==> src/rtl/lsu_mem_port_pkg.sv <==
// rtl/lsu_mem_port_pkg.sv - LSU state encodings, access size codes and legality helper
package lsu_mem_port_pkg;

    localparam logic [1:0] LSU_IDLE = 2'd0;
    localparam logic [1:0] LSU_REQ  = 2'd1;
    localparam logic [1:0] LSU_WAIT = 2'd2;
    localparam logic [1:0] LSU_DONE = 2'd3;

    localparam logic [1:0] READ_BYTE = 2'b01;
    localparam logic [1:0] READ_HW   = 2'b10;
    localparam logic [1:0] READ_FW   = 2'b11;

    // Size 00 is reserved; halfwords need even and words 4-byte aligned addresses.
    function automatic logic access_ok(input logic [1:0] size, input logic [1:0] off);
        logic ok;
        ok = 1'b1;
        if (size == 2'b00)
            ok = 1'b0;
        else if (size == READ_HW && off[0])
            ok = 1'b0;
        else if (size == READ_FW && off != 2'b00)
            ok = 1'b0;
        return ok;
    endfunction

endpackage

==> src/rtl/lsu_align.sv <==
// rtl/lsu_align.sv - combinational store lane placement and load extraction/extension
module lsu_align
    import lsu_mem_port_pkg::*;
#(
    parameter int XLEN = 32
) (
    input  logic [1:0]      size,
    input  logic [1:0]      off,
    input  logic            uns,
    input  logic [XLEN-1:0] wdata_in,
    input  logic [XLEN-1:0] rdata_in,
    output logic [3:0]      wmask,
    output logic [XLEN-1:0] wdata_out,
    output logic [XLEN-1:0] rdata_out
);

    logic [XLEN-1:0] shifted;

    always_comb begin
        shifted   = rdata_in >> {off, 3'b000};
        wmask     = 4'b0000;
        wdata_out = wdata_in;
        rdata_out = shifted;
        case (size)
            READ_BYTE: begin
                wmask     = 4'b0001 << off;
                wdata_out = {4{wdata_in[7:0]}};
                rdata_out = {{(XLEN-8){~uns & shifted[7]}}, shifted[7:0]};
            end
            READ_HW: begin
                wmask     = 4'b0011 << off;
                wdata_out = {2{wdata_in[15:0]}};
                rdata_out = {{(XLEN-16){~uns & shifted[15]}}, shifted[15:0]};
            end
            READ_FW: begin
                wmask = 4'b1111;
            end
            default: begin
                wmask = 4'b0000;
            end
        endcase
    end

endmodule

==> src/rtl/lsu_mem_port.sv <==
// rtl/lsu_mem_port.sv - load/store unit bus port: request FSM, timeout and response
module lsu_mem_port
    import lsu_mem_port_pkg::*;
#(
    parameter int XLEN    = 32,
    parameter int TIMEOUT = 255
) (
    input  logic            clk,
    input  logic            rst,
    input  logic            req_valid,
    output logic            req_ready,
    input  logic            req_wr,
    input  logic [1:0]      req_size,
    input  logic            req_unsigned,
    input  logic [XLEN-1:0] req_addr,
    input  logic [XLEN-1:0] req_wdata,
    output logic            mem_valid,
    input  logic            mem_ready,
    output logic [XLEN-1:0] mem_addr,
    output logic            mem_wen,
    output logic [3:0]      mem_wmask,
    output logic [XLEN-1:0] mem_wdata,
    input  logic            mem_rvalid,
    input  logic [XLEN-1:0] mem_rdata,
    output logic            rsp_valid,
    output logic [XLEN-1:0] rsp_data,
    output logic            rsp_err,
    output logic            busy
);

    logic [1:0]      state;
    logic [1:0]      size_q;
    logic [1:0]      off_q;
    logic            wr_q;
    logic            uns_q;
    logic [7:0]      wait_cnt;

    logic [1:0]      al_size;
    logic [1:0]      al_off;
    logic [3:0]      al_wmask;
    logic [XLEN-1:0] al_wdata;
    logic [XLEN-1:0] al_rdata;

    // One aligner serves both directions: live request fields in IDLE, captured ones afterwards.
    assign al_size = (state == LSU_IDLE) ? req_size : size_q;
    assign al_off  = (state == LSU_IDLE) ? req_addr[1:0] : off_q;

    lsu_align #(.XLEN(XLEN)) u_align (
        .size      (al_size),
        .off       (al_off),
        .uns       (uns_q),
        .wdata_in  (req_wdata),
        .rdata_in  (mem_rdata),
        .wmask     (al_wmask),
        .wdata_out (al_wdata),
        .rdata_out (al_rdata)
    );

    assign req_ready = (state == LSU_IDLE);
    assign busy      = ~req_ready;

    always_ff @(posedge clk or posedge rst) begin
        if (rst) begin
            state     <= LSU_IDLE;
            size_q    <= 2'b00;
            off_q     <= 2'b00;
            wr_q      <= 1'b0;
            uns_q     <= 1'b0;
            wait_cnt  <= 8'd0;
            mem_valid <= 1'b0;
            mem_addr  <= '0;
            mem_wen   <= 1'b0;
            mem_wmask <= 4'b0000;
            mem_wdata <= '0;
            rsp_valid <= 1'b0;
            rsp_data  <= '0;
            rsp_err   <= 1'b0;
        end else begin
            // Response outputs are a single-cycle pulse raised only on entry to DONE.
            rsp_valid <= 1'b0;
            rsp_err   <= 1'b0;
            rsp_data  <= '0;
            case (state)
                LSU_IDLE: begin
                    if (req_valid) begin
                        size_q <= req_size;
                        off_q  <= req_addr[1:0];
                        wr_q   <= req_wr;
                        uns_q  <= req_unsigned;
                        if (access_ok(req_size, req_addr[1:0])) begin
                            state     <= LSU_REQ;
                            mem_valid <= 1'b1;
                            mem_addr  <= {req_addr[XLEN-1:2], 2'b00};
                            mem_wen   <= req_wr;
                            mem_wmask <= req_wr ? al_wmask : 4'b0000;
                            mem_wdata <= req_wr ? al_wdata : '0;
                        end else begin
                            state     <= LSU_DONE;
                            rsp_valid <= 1'b1;
                            rsp_err   <= 1'b1;
                        end
                    end
                end
                LSU_REQ: begin
                    if (mem_ready) begin
                        mem_valid <= 1'b0;
                        if (mem_rvalid) begin
                            state     <= LSU_DONE;
                            rsp_valid <= 1'b1;
                            rsp_data  <= wr_q ? '0 : al_rdata;
                        end else begin
                            state    <= LSU_WAIT;
                            wait_cnt <= 8'd0;
                        end
                    end
                end
                LSU_WAIT: begin
                    if (mem_rvalid) begin
                        state     <= LSU_DONE;
                        rsp_valid <= 1'b1;
                        rsp_data  <= wr_q ? '0 : al_rdata;
                    end else if (wait_cnt == 8'(TIMEOUT - 1)) begin
                        state     <= LSU_DONE;
                        rsp_valid <= 1'b1;
                        rsp_err   <= 1'b1;
                    end else begin
                        wait_cnt <= wait_cnt + 8'd1;
                    end
                end
                LSU_DONE: begin
                    state <= LSU_IDLE;
                end
                default: begin
                    state <= LSU_IDLE;
                end
            endcase
        end
    end

endmodule
==> config.mk <==
export PLATFORM = sky130hd
export DESIGN_NAME = lsu_mem_port
export DESIGN_NICKNAME = d
export VERILOG_FILES = /design/src/rtl/lsu_mem_port_pkg.sv /design/src/rtl/lsu_align.sv /design/src/rtl/lsu_mem_port.sv
export SDC_FILE = /design/constraint.sdc
export NUM_CORES = 1
export LEC_CHECK = 0
export CAP_MARGIN = 5
export CELL_PAD_IN_SITES_DETAIL_PLACEMENT = 0
export CELL_PAD_IN_SITES_GLOBAL_PLACEMENT = 1
export CORE_ASPECT_RATIO = 1.1
export CORE_MARGIN = 2
export CORE_UTILIZATION = 36
export CTS_BUF_LIST = sky130_fd_sc_hd__clkbuf_8
export CTS_CLUSTER_DIAMETER = 80
export DETAILED_ROUTE_END_ITERATION = 7
export HOLD_SLACK_MARGIN = 0.02
export PLACE_DENSITY_LB_ADDON = 0.25
export SLEW_MARGIN = 30
export SYNTH_ARGS = -nofsm -noshare
export SYNTH_HDL_FRONTEND = slang
export SYNTH_SLANG_ARGS = --single-unit
==> constraint.sdc <==
create_clock -name clk -period 6.95 [get_ports clk]
set_input_delay 2.085 -clock clk [delete_from_list [all_inputs] [get_ports clk]]
set_output_delay 2.085 -clock clk [all_outputs]
set_load 0.005 [all_outputs]
# --- Word-level counts from Yosys, hierarchy flattened ---
# Index checks and enable logic that the tools add are counted.
totals:
  register_bits: 118
  out_inout_bits: 106
  elab_cells: 91
classes:
  reduce_logical: 12
  n_addsub: 1
  bitwise_logic: 4
  n_mux: 41
  eq_ne: 16
  shift: 3
op_table:
  columns: ["cell", "count"]
  rows:
  - ["32-bit one-hot mux with 2 select lines", 3]
  - ["32-bit 2-to-1 mux", 4]
  - ["8-bit 2-to-1 mux", 4]
  - ["32-bit by 5-bit right shift with 32-bit output", 1]
  - ["1-bit 2-to-1 mux", 16]
  - ["8-bit one-hot mux with 2 select lines", 1]
  - ["2-bit 2-to-1 mux", 7]
  - ["2-bit equality test, second input constant", 6]
  - ["4-bit one-hot mux with 3 select lines", 1]
  - ["2-bit inequality test, second input constant", 5]
  - ["8-bit by 1-bit adder with 8-bit output, second input constant", 1]
  - ["8-bit equality test, second input constant", 1]
  - ["2-bit one-hot mux with 4 select lines", 1]
  - ["3-bit AND reduction", 2]
  - ["2-bit nonzero test", 3]
  - ["5-bit AND reduction", 1]
  - ["2-bit by 1-bit equality test with 1-bit output, second input constant", 2]
  - ["2-bit logical NOT", 2]
  - ["4-bit 2-to-1 mux", 1]
  - ["1-bit one-hot mux with 2 select lines", 2]
  - ["4-bit AND reduction", 1]
  - ["1-bit by 2-bit << shifter with 4-bit output, first input constant", 1]
  - ["2-bit by 2-bit << shifter with 4-bit output, first input constant", 1]
  - ["3-bit inequality test, second input constant", 1]
  - ["other kinds (6)", 9]

# --- Depth between registers and ports, before layout ---
# Gate-level depths: netlist of the first run.
depth:
  word_depth: 10
  ltp_mapped: 12

# --- Modules after synthesis ---
# Synthesis of the first run repeated with hierarchy kept, for this count alone.
hier_totals:
  cells_unflattened: 511
  hier_area_um2: 5975.7
modules_own_cells:
  columns: ["module", "instances", "area_each_um2", "seq_area_each_um2", "cells_per_inst"]
  rows:
  - ["lsu_mem_port", 1, 4664.5, 2952.8, 317]
  - ["lsu_align", 1, 1311.3, 0.0, 194]

# --- Worst setup path after synthesis of the first run ---
# OpenSTA, ideal clock, no wires.
synth_timing:
  path_type: "input -> register"
  startpoint: "input port req_size[0]"
  endpoint: "register rsp_data[20]"
  path_stages: 6
  slack_ps: 3273
  t_required_ps: 6876
  t_arrival_ps: 3603
  path_buffers: 0
  cell_sequence: "mux2_2 > ha_1 > nand3b_1 > a2111oi_4 > a21oi_2 > a21oi_2"
synth_via:
  elab_chain_cells: 7
  elab_cells_between_ends: 8
  classes_between: "eq/ne: 2; mux: 6"
synth_lines:
  columns: ["item", "line", "rtl"]
  rows:
  - ["from (decl)", "lsu_mem_port.sv:13", "input logic [1:0] req_size,"]
  - ["2-bit 2-to-1 mux (*)", "lsu_mem_port.sv:45", "assign al_size = (state == LSU_IDLE) ? req_size : size_q;"]
  - ["2-bit equality test / 2-bit by 1-bit equality test with 1-bit output (equally long branches)", "lsu_align.sv:24", "case (size)"]
  - ["32-bit one-hot mux with 2 select lines (*)", "lsu_align.sv:24", null]
  - ["32-bit 2-to-1 mux (*)", "lsu_mem_port.sv:110, lsu_mem_port.sv:121", null]
  - ["32-bit 2-to-1 mux (*)", "lsu_mem_port.sv:107, lsu_mem_port.sv:118", null]
  - ["32-bit 2-to-1 mux", "lsu_mem_port.sv:105", "if (mem_ready) begin"]
  - ["32-bit one-hot mux with 2 select lines (*)", "lsu_mem_port.sv:83", "case (state)"]
  - ["to (signal assigned)", "lsu_mem_port.sv:110", "rsp_data <= wr_q ? '0 : al_rdata;"]
  - ["to (signal assigned)", "lsu_mem_port.sv:121", "rsp_data <= wr_q ? '0 : al_rdata;"]
  - ["to (decl)", "lsu_mem_port.sv:26", "output logic [XLEN-1:0] rsp_data,"]
# Mark *: on every way between the ends. The rest lies on a longest branch, timed or not.
# A chain may end at the register's enable or synchronous reset.

# --- Final worst setup path of the first run ---
layout_timing:
  startpoint: "register state[0]"
  endpoint: "output port busy"
layout_via:
  elab_chain_cells: 2
layout_lines:
  columns: ["item", "line", "rtl"]
  rows:
  - ["from (decl)", "lsu_mem_port.sv:31", "logic [1:0] state;"]
  - ["from (signal assigned)", "lsu_mem_port.sv:64", "state <= LSU_IDLE;"]
  - ["from (signal assigned)", "lsu_mem_port.sv:91", "state <= LSU_REQ;"]
  - ["from (signal assigned)", "lsu_mem_port.sv:98", "state <= LSU_DONE;"]
  - ["2-bit logical NOT", "lsu_mem_port.sv:59", "assign req_ready = (state == LSU_IDLE);"]
  - ["1-bit inverter", "lsu_mem_port.sv:60", "assign busy = ~req_ready;"]
  - ["to (decl)", "lsu_mem_port.sv:28", "output logic busy"]
# Every way passes these cells.

==> impl_summary.log, run 1 <==
[metrics] num ports: 211
[metrics] routed length per placed instance: 16.4 µm
[metrics] Cells after DPL: 1010
[metrics] die area: 0.0165 mm²
[metrics] number of antenna violations at the first check in global routing: 0
[metrics] count of instances resized after the clock tree is built: 0
[metrics] share of flip-flops with an asynchronous set or reset after synthesis: 100%
[metrics] headroom to the max-slew limit: 43.3%
[metrics] Final Setup Violations: 0
[metrics] synthesized-area fraction occupied by adder cells: 2.24%
[metrics] post-route DRC violation count: 0
[metrics] number of distinct standard cells referenced by the synthesized netlist: 51
[metrics] simple-gate portion of the synthesized area: 22.2%
[metrics] switching portion of total power: 37.9%
[metrics] worst setup path class: register to output port
[metrics] slowest cell on the critical path: sky130_fd_sc_hd__ha_1
[metrics] TritonCTS sink count: 118
[metrics] growth of design area from synthesis to finish: 47.9%
[metrics] number of DRC violations after detailed-routing iteration 0: 374
[metrics] vias in the first global route: 5183
[metrics] GRT Resource Usage Total: 21.0%
[metrics] area leader, netlist: sky130_fd_sc_hd__dfrtp_1
[metrics] launching element type of the critical path: register
[metrics] Buffers on Ports: 208
[metrics] CTS Root Buffer Type: sky130_fd_sc_hd__clkbuf_8
[metrics] leading cell type by number of instances after synthesis: sky130_fd_sc_hd__nand2_1
[metrics] CTS tree: done
[metrics] Vias/cell: 5.08
[metrics] Final Skew: 6.51 ps
[metrics] Max H-tree Level: 4
[metrics] switching component of the power: 1.31 mW
[metrics] Slowest Stage Delay on Critical Path: 670 ps
[metrics] vias after detailed routing: 5296
[metrics] cell type group with the largest total delay on the critical path: buffers and inverters
[metrics] summed instance area of the synthesized netlist: 0.00559 mm²
[metrics] number of diodes: 0
[metrics] total iterations of the first detailed-routing run: 5
[metrics] final period demand of the worst path: 4450 ps
[metrics] drt total wl: 17100 µm
[metrics] postcts setup bufs: 0
[metrics] worst min-delay path category: register to register
[metrics] total power divided by cell area: 418 mW/mm²
[metrics] clock buffer count from CTS: 17
[metrics] top-area cell type share of the netlist area: 52.8%
[metrics] Worst VDD drop: 0.183 mV
[metrics] Total Nets Final: 948
[metrics] static leakage: 3.78 nW
[metrics] share of the clock period used by the worst path after layout: 64.1%
[metrics] worst endpoint data arrival time: 2370 ps
[metrics] max cap viols: 0
[metrics] number of synthesized flops with an enable pin: 0
[metrics] area fraction in compound gates after synthesis: 14.8%
[metrics] wire length of the first global-routing pass: 26700 µm
[metrics] highest clock rate: 225 MHz
[metrics] multiplexer share of the synthesized area: 2.73%
[metrics] placeable core region: 0.0151 mm²
[metrics] biggest fanout along the worst timing path: 16
[metrics] largest family of logic cells by synthesized area: simple AND/OR/NAND/NOR gates
[metrics] Crit. End Element: output port
[metrics] number of rows created at floorplan: 47
[metrics] critical path's most frequent cell: sky130_fd_sc_hd__inv_1
[metrics] dominant register cell in the synthesized netlist: sky130_fd_sc_hd__dfrtp_1
[metrics] starting utilization of the core area: 37.0%
[metrics] Pins Over Slew Limit: 0
[metrics] clock tree buffer depth: 2
[metrics] floorplan die height: 135 µm
[metrics] sequential cell fraction of total power: 30.7%
[metrics] overall die width: 123 µm
[metrics] clock share of power: 20.4%
[metrics] Mapped Cells: 639
[metrics] total internal power: 2.15 mW
[metrics] number of nets with antenna violations after detailed routing: 0
[metrics] mean cell area of the mapped netlist: 8.75 µm²
[metrics] xor/xnor share of the synthesized area: 0.783%
[metrics] met3 Resource Use GR: 5.49%
[metrics] pin count of the biggest net entering global routing: 78
[metrics] overflow left after global routing: 0
[metrics] Worst EP required: 4870 ps
[metrics] commonest cells in the synthesized netlist: sky130_fd_sc_hd__nand2_1, sky130_fd_sc_hd__dfrtp_1, sky130_fd_sc_hd__o21ai_0, sky130_fd_sc_hd__a21oi_1
[metrics] summed area of non-filler cells in the final layout: 0.00827 mm²
[metrics] count of placed standard cells in the final layout, fillers left out: 1042
[metrics] RSZ-0062 raised after global routing: false
[metrics] Clock Latency Late Sink: 440 ps
[metrics] count of yosys warnings during synthesis: 0
[metrics] sequential cell area fraction in the yosys report: 52.8%
[metrics] final hold violation count: 0
[metrics] Crit path buffers/inverters: 3
[metrics] slew at the pin closest to its max-slew limit: 843 ps
[metrics] Most Crowded Layer GR: met2
[metrics] global-route track usage on met2: 33.3%
[metrics] half-perimeter wire length after detailed placement: 12300 µm
[metrics] top cells by area in the synthesized netlist: sky130_fd_sc_hd__dfrtp_1, sky130_fd_sc_hd__nand2_1, sky130_fd_sc_hd__o21ai_0
[metrics] gpl congestion: 0.848
[metrics] global-route track usage on met1: 27.9%
[metrics] Comb pwr share: 48.8%
[metrics] Placed Area: 0.00782 mm²
[metrics] cell-by-cell trace of the critical path: inv_1 -> ha_1 -> inv_1 -> clkdlybuf4s50_1
[metrics] Hold Slack: 469 ps
[metrics] Seq cells post-synth: 118
[metrics] status: finished, final reports clean
[metrics] Post-CTS Hold Fix Bufs: 0
[metrics] clock slew at the register clock pins of the worst setup and hold paths: 70 ps
[metrics] layout cell share with drive strength beyond 1: 6.38%
[metrics] Total Neg Setup Slack: 0 ps
cell families after synthesis:
| group | after synthesis |
|---|---|
| and+or+nand+nor | 299 |
| AOI/OAI and AO/OA | 137 |
| DFF | 118 |
| buffers and inverters | 56 |
| muxes | 13 |
| adders and majority gates | 10 |
| xor gates and xnor gates | 5 |
| other | 1 |
placed cells by master (no fill, tap or decap), types with 4 or more instances in the layout:
| cell | n |
|---|---|
| sky130_fd_sc_hd__o21ai_0 | 48 |
| sky130_fd_sc_hd__a21oi_1 | 43 |
| sky130_fd_sc_hd__clkdlybuf4s50_1 | 208 |
| sky130_fd_sc_hd__mux2_2 | 8 |
| sky130_fd_sc_hd__a311oi_1 | 7 |
| sky130_fd_sc_hd__xor2_1 | 5 |
| sky130_fd_sc_hd__inv_1 | 18 |
| sky130_fd_sc_hd__o22ai_1 | 9 |
| sky130_fd_sc_hd__bufinv_16 | 5 |
| sky130_fd_sc_hd__clkbuf_8 | 17 |
| sky130_fd_sc_hd__dfrtp_1 | 118 |
| sky130_fd_sc_hd__nor2b_1 | 4 |
| sky130_fd_sc_hd__nand2b_1 | 7 |
| sky130_fd_sc_hd__a22oi_1 | 8 |
| sky130_fd_sc_hd__nand3_1 | 21 |
| sky130_fd_sc_hd__nor2_1 | 19 |
| sky130_fd_sc_hd__nand2_1 | 227 |
| sky130_fd_sc_hd__ha_1 | 10 |
| sky130_fd_sc_hd__clkinv_2 | 5 |
per-layer routing:
layer	routed length [µm]	vias to the layer above
li1	-	2516
met1	7390	2556
met2	8160	201
met3	1340	23
met4	246	0
met5	0	-
power by group through the flow:
stage | sequential [mW] | clock, mW | combinational (mW)
after detailed placement | 1.07 | 0 | 1.69
after floorplan | 1.08 | 0 | 0.936
after global routing | 1.09 | 0.755 | 1.88
final | 1.06 | 0.706 | 1.69
after CTS | 1.06 | 0.722 | 1.70
after global placement | 1.07 | 0 | 1.65
state kept, by name, indices dropped and copies added, names as in the netlist:
name,cells
mem_wdata,32
rsp_data,32
mem_addr,30
wait_cnt,8
mem_wmask,4
off_q,2
size_q,2
state,2
mem_valid,1
mem_wen,1
rsp_err,1
rsp_valid,1
uns_q,1
wr_q,1
per-stage QoR:
stage / setup WS [ps] / util [%] / power [mW]
finish: 2500 / 54.7 / 3.46
global route: 2360 / 54.7 / 3.73
CTS: 2480 / 54.7 / 3.48
detailed placement: 2130 / 51.8 / 2.76
global placement: 2220 / 51.5 / 2.71
floorplan: 1740 / - / 2.01
layout make-up:
| cell class | instances | area (µm²) |
|---|---|---|
| Tap cell | 196 | 245 |
| Multi-Input combinational cell | 466 | 2420 |
| Sequential cell | 118 | 2950 |
| Fill cell | 1351 | 6850 |
| Timing Repair Buffer | 212 | 2130 |
| Clock inverter | 15 | 210 |
| Inverter | 18 | 72.6 |
| Clock buffer | 17 | 234 |
final timing paths:
path,slack [ps],startpoint,endpoint,cells after the start
setup / recovery,2500,state[0]$_DFFE_PP0P_,busy,4
hold / removal,470,mem_wdata[6]$_DFFE_PP0P_,mem_wdata[6]$_DFFE_PP0P_,2
setup reg to reg,3350,state[0]$_DFFE_PP0P_,rsp_data[22]$_DFF_PP0_,9
max in group asynchronous,3790,rst,rsp_data[31]$_DFF_PP0_,3
hold reg to reg,470,mem_wdata[6]$_DFFE_PP0P_,mem_wdata[6]$_DFFE_PP0P_,2
min in group asynchronous,2150,rst,mem_addr[7]$_DFFE_PP0P_,2
worst register-to-register path: stages, from the launching register on:
cell	delay, ps
sky130_fd_sc_hd__dfrtp_1	400
sky130_fd_sc_hd__inv_1	130
sky130_fd_sc_hd__ha_1	670
sky130_fd_sc_hd__mux2_2	450
sky130_fd_sc_hd__ha_1	280
sky130_fd_sc_hd__buf_4	370
sky130_fd_sc_hd__nand3b_1	200
sky130_fd_sc_hd__a2111oi_4	640
sky130_fd_sc_hd__a21oi_2	180
sky130_fd_sc_hd__a21oi_1	190
(Power assumes the default switching activity.)
==> run 2, diff against run 1 <==
Settings changed: CORE_UTILIZATION 36 to 30.
Clock period 6.95 ns to 3.7 ns, I/O delays scaled along.
==> run 2 against run 1 <==
Compared with the run above:
- routed wire length up 3.6%
- non-clock buffer count grew 13
- die area grew 19%
==> impl_summary.log, run 2 (synthesis gave the netlist of run 1 again) <==
[metrics] status: finished, final reports clean
[metrics] half-perimeter wire length after detailed placement: 12800 µm (+3.9%)
[metrics] total power divided by cell area: 763 mW/mm² (+82%)
[metrics] number of nets with antenna violations after detailed routing: 0 (unchanged)
[metrics] number of antenna violations at the first check in global routing: 0 (unchanged)
[metrics] number of DRC violations after detailed-routing iteration 0: 301 (-20%)
[metrics] post-route DRC violation count: 0 (unchanged)
[metrics] vias in the first global route: 5364 (+3.5%)
[metrics] headroom to the max-slew limit: 51.2% (+7.9 points)
[metrics] Crit. End Element: output port
[metrics] Slowest Stage Delay on Critical Path: 650 ps (-20 ps)
[metrics] final hold violation count: 0 (unchanged)
[metrics] starting utilization of the core area: 30.5% (-6.5 points)
[metrics] highest clock rate: 292 MHz
[metrics] Clock Latency Late Sink: 440 ps (about the same)
[metrics] Final Skew: 7.60 ps (+1.09 ps)
[metrics] Worst EP required: 2590 ps (-2280 ps)
[metrics] Final Setup Violations: 0 (unchanged)
[metrics] Pins Over Slew Limit: 0 (unchanged)
[metrics] launching element type of the critical path: register
[metrics] worst reg-to-reg setup slack: 640 ps (-2710 ps)
[metrics] startpoint of the lowest-slack hold path: mem_wdata[5]$_DFFE_PP0P_
[metrics] slowest cell on the critical path: sky130_fd_sc_hd__ha_1
[metrics] number of rows created at floorplan: 52 (+11%)
[metrics] Total Neg Setup Slack: 0 ps (unchanged)
[metrics] CTS tree: done
[metrics] slew at the pin closest to its max-slew limit: 732 ps (-112 ps)
[metrics] floorplan die height: 147 µm (+9.3%)
[metrics] worst min-delay path category: register to register
[metrics] most common cell after layout, fill and taps aside: sky130_fd_sc_hd__nand2_1
[metrics] overflow left after global routing: 0 (unchanged)
[metrics] Hold Slack: 467 ps (-1.27 ps)
[metrics] vias after detailed routing: 5276 (-0.38%)
[metrics] pin count of the biggest net entering global routing: 119 (+53%)
[metrics] Max H-tree Level: 4 (unchanged)
[metrics] Worst VDD drop: 0.278 mV (+52%)
[metrics] critical path's most frequent cell: sky130_fd_sc_hd__inv_1
[metrics] commonest non-fill, non-tap cells in the layout: sky130_fd_sc_hd__nand2_1, sky130_fd_sc_hd__clkdlybuf4s50_1, sky130_fd_sc_hd__dfrtp_1, sky130_fd_sc_hd__o21ai_0, sky130_fd_sc_hd__a21oi_1
[metrics] count of instances resized after the clock tree is built: 0 (unchanged)
[metrics] die area: 0.0197 mm² (+19%)
[metrics] TritonCTS sink count: 118 (unchanged)
[metrics] number of diodes: 0 (unchanged)
[metrics] Total Nets Final: 961 (+1.4%)
[metrics] drt total wl: 17800 µm (+3.6%)
[metrics] biggest fanout along the worst timing path: 16 (unchanged)
[metrics] Buffers on Ports: 208 (unchanged)
[metrics] clock tree buffer depth: 2 (unchanged)
[metrics] Vias/cell: 4.79 (-5.8%)
[metrics] num ports: 211 (unchanged)
[metrics] gpl congestion: 0.883 (+4.2%)
[metrics] routed length per placed instance: 16.1 µm (-2.0%)
[metrics] static leakage: 3.81 nW (+0.99%)
[metrics] final period demand of the worst path: 3430 ps
[metrics] launching point of the worst reg2reg path: state[0]$_DFFE_PP0P_
[metrics] worst setup path class: register to output port
[metrics] share of the clock period used by the worst path after layout: 92.7%
[metrics] wire length of the first global-routing pass: 28100 µm (+5.3%)
[metrics] max cap viols: 0 (unchanged)
[metrics] CTS Root Buffer Type: sky130_fd_sc_hd__clkbuf_8
[metrics] GRT Resource Usage Total: 18.3% (-2.7 points)
[metrics] clock slew at the register clock pins of the worst setup and hold paths: 70 ps (about the same)
[metrics] growth of design area from synthesis to finish: 50.4%
[metrics] registers with the highest flip-flop counts: mem_wdata: 32 flops, rsp_data: 32 flops, mem_addr: 30 flops
[metrics] Cells after DPL: 1070 (+5.9%)
[metrics] Post-CTS Hold Fix Bufs: 0 (unchanged)
[metrics] overall die width: 134 µm (+9.2%)
[metrics] Critical Path Start: state[0]$_DFFE_PP0P_
[metrics] postcts setup bufs: 0 (unchanged)
[metrics] setup ws final: 270 ps (-2230 ps)
[metrics] Setup WS pre-CTS: 304 ps (-1830 ps)
[metrics] worst endpoint data arrival time: 2320 ps (-50 ps)
[metrics] placeable core region: 0.0183 mm² (+21%)
[metrics] total iterations of the first detailed-routing run: 4 (-1)
[metrics] count of placed standard cells in the final layout, fillers left out: 1102 (+5.8%)
[metrics] cell-by-cell trace of the critical path: inv_1 -> ha_1 -> inv_1 -> clkdlybuf4s50_1
[metrics] layout cell share with drive strength beyond 1: 7.92% (+1.5 points)
[metrics] RSZ-0062 raised after global routing: false
[metrics] clock buffer count from CTS: 17 (unchanged)
run 2: cell types whose count changed in the layout (fill, tap and decap cells not counted), sizes merged:
cell and change:
buf +13, clkinvlp +4, bufinv -3, inv -1
run 2: through the flow:
step / area, µm² / utilization [%] / power [mW]
floorplan: 5600 / - / 3.78
global placement: 7990 / 43.6 / 5.23
detailed placement: 8020 / 43.7 / 5.29
CTS: 8410 / 45.8 / 6.51
global route: 8410 / 45.8 / 6.99
finish: 8410 / 45.8 / 6.42
run 2: layout make-up:
cell class / instances / area (µm²)
clock buffers: 17 / 234
repair buffers: 225 / 2280
multi-input cells: 466 / 2410
well taps: 243 / 304
fillers: 1779 / 9940
inverters: 18 / 71.3
clock inverters: 15 / 155
flip-flops and latches: 118 / 2950
run 2: path summary, 6_finish.rpt:
check,to,depth (start not counted)
max,busy,4
min,mem_wdata[5]$_DFFE_PP0P_,2
max reg2reg,rsp_data[30]$_DFF_PP0_,9
min reg2reg,mem_wdata[5]$_DFFE_PP0P_,2
max in group asynchronous,rsp_data[0]$_DFF_PP0_,3
min in group asynchronous,mem_addr[5]$_DFFE_PP0P_,3
run 2: power by group:
part           switching (mW)  internal (mW)
Clock                   0.579          0.598
Sequential              0.254           1.74
Combinational            1.67           1.58
Total                    2.50           3.92
run 2: critical path: cells and delay by family (launching register included):
family | cells | cell delay (ps)
flip-flops | 1 | 400
adder cells (fa/ha/maj) | 1 | 650
buffers and inverters | 3 | 820
run 2: routing by layer:
layer	wire [µm]	global-route usage, %	part of all wire, %	vias up
li1	-	-	-	2547
met1	7880	23.4	44	2536
met2	8450	29.6	48	178
met3	1210	5.73	6.8	15
met4	216	5.68	1.2	0
met5	0	0	0	-
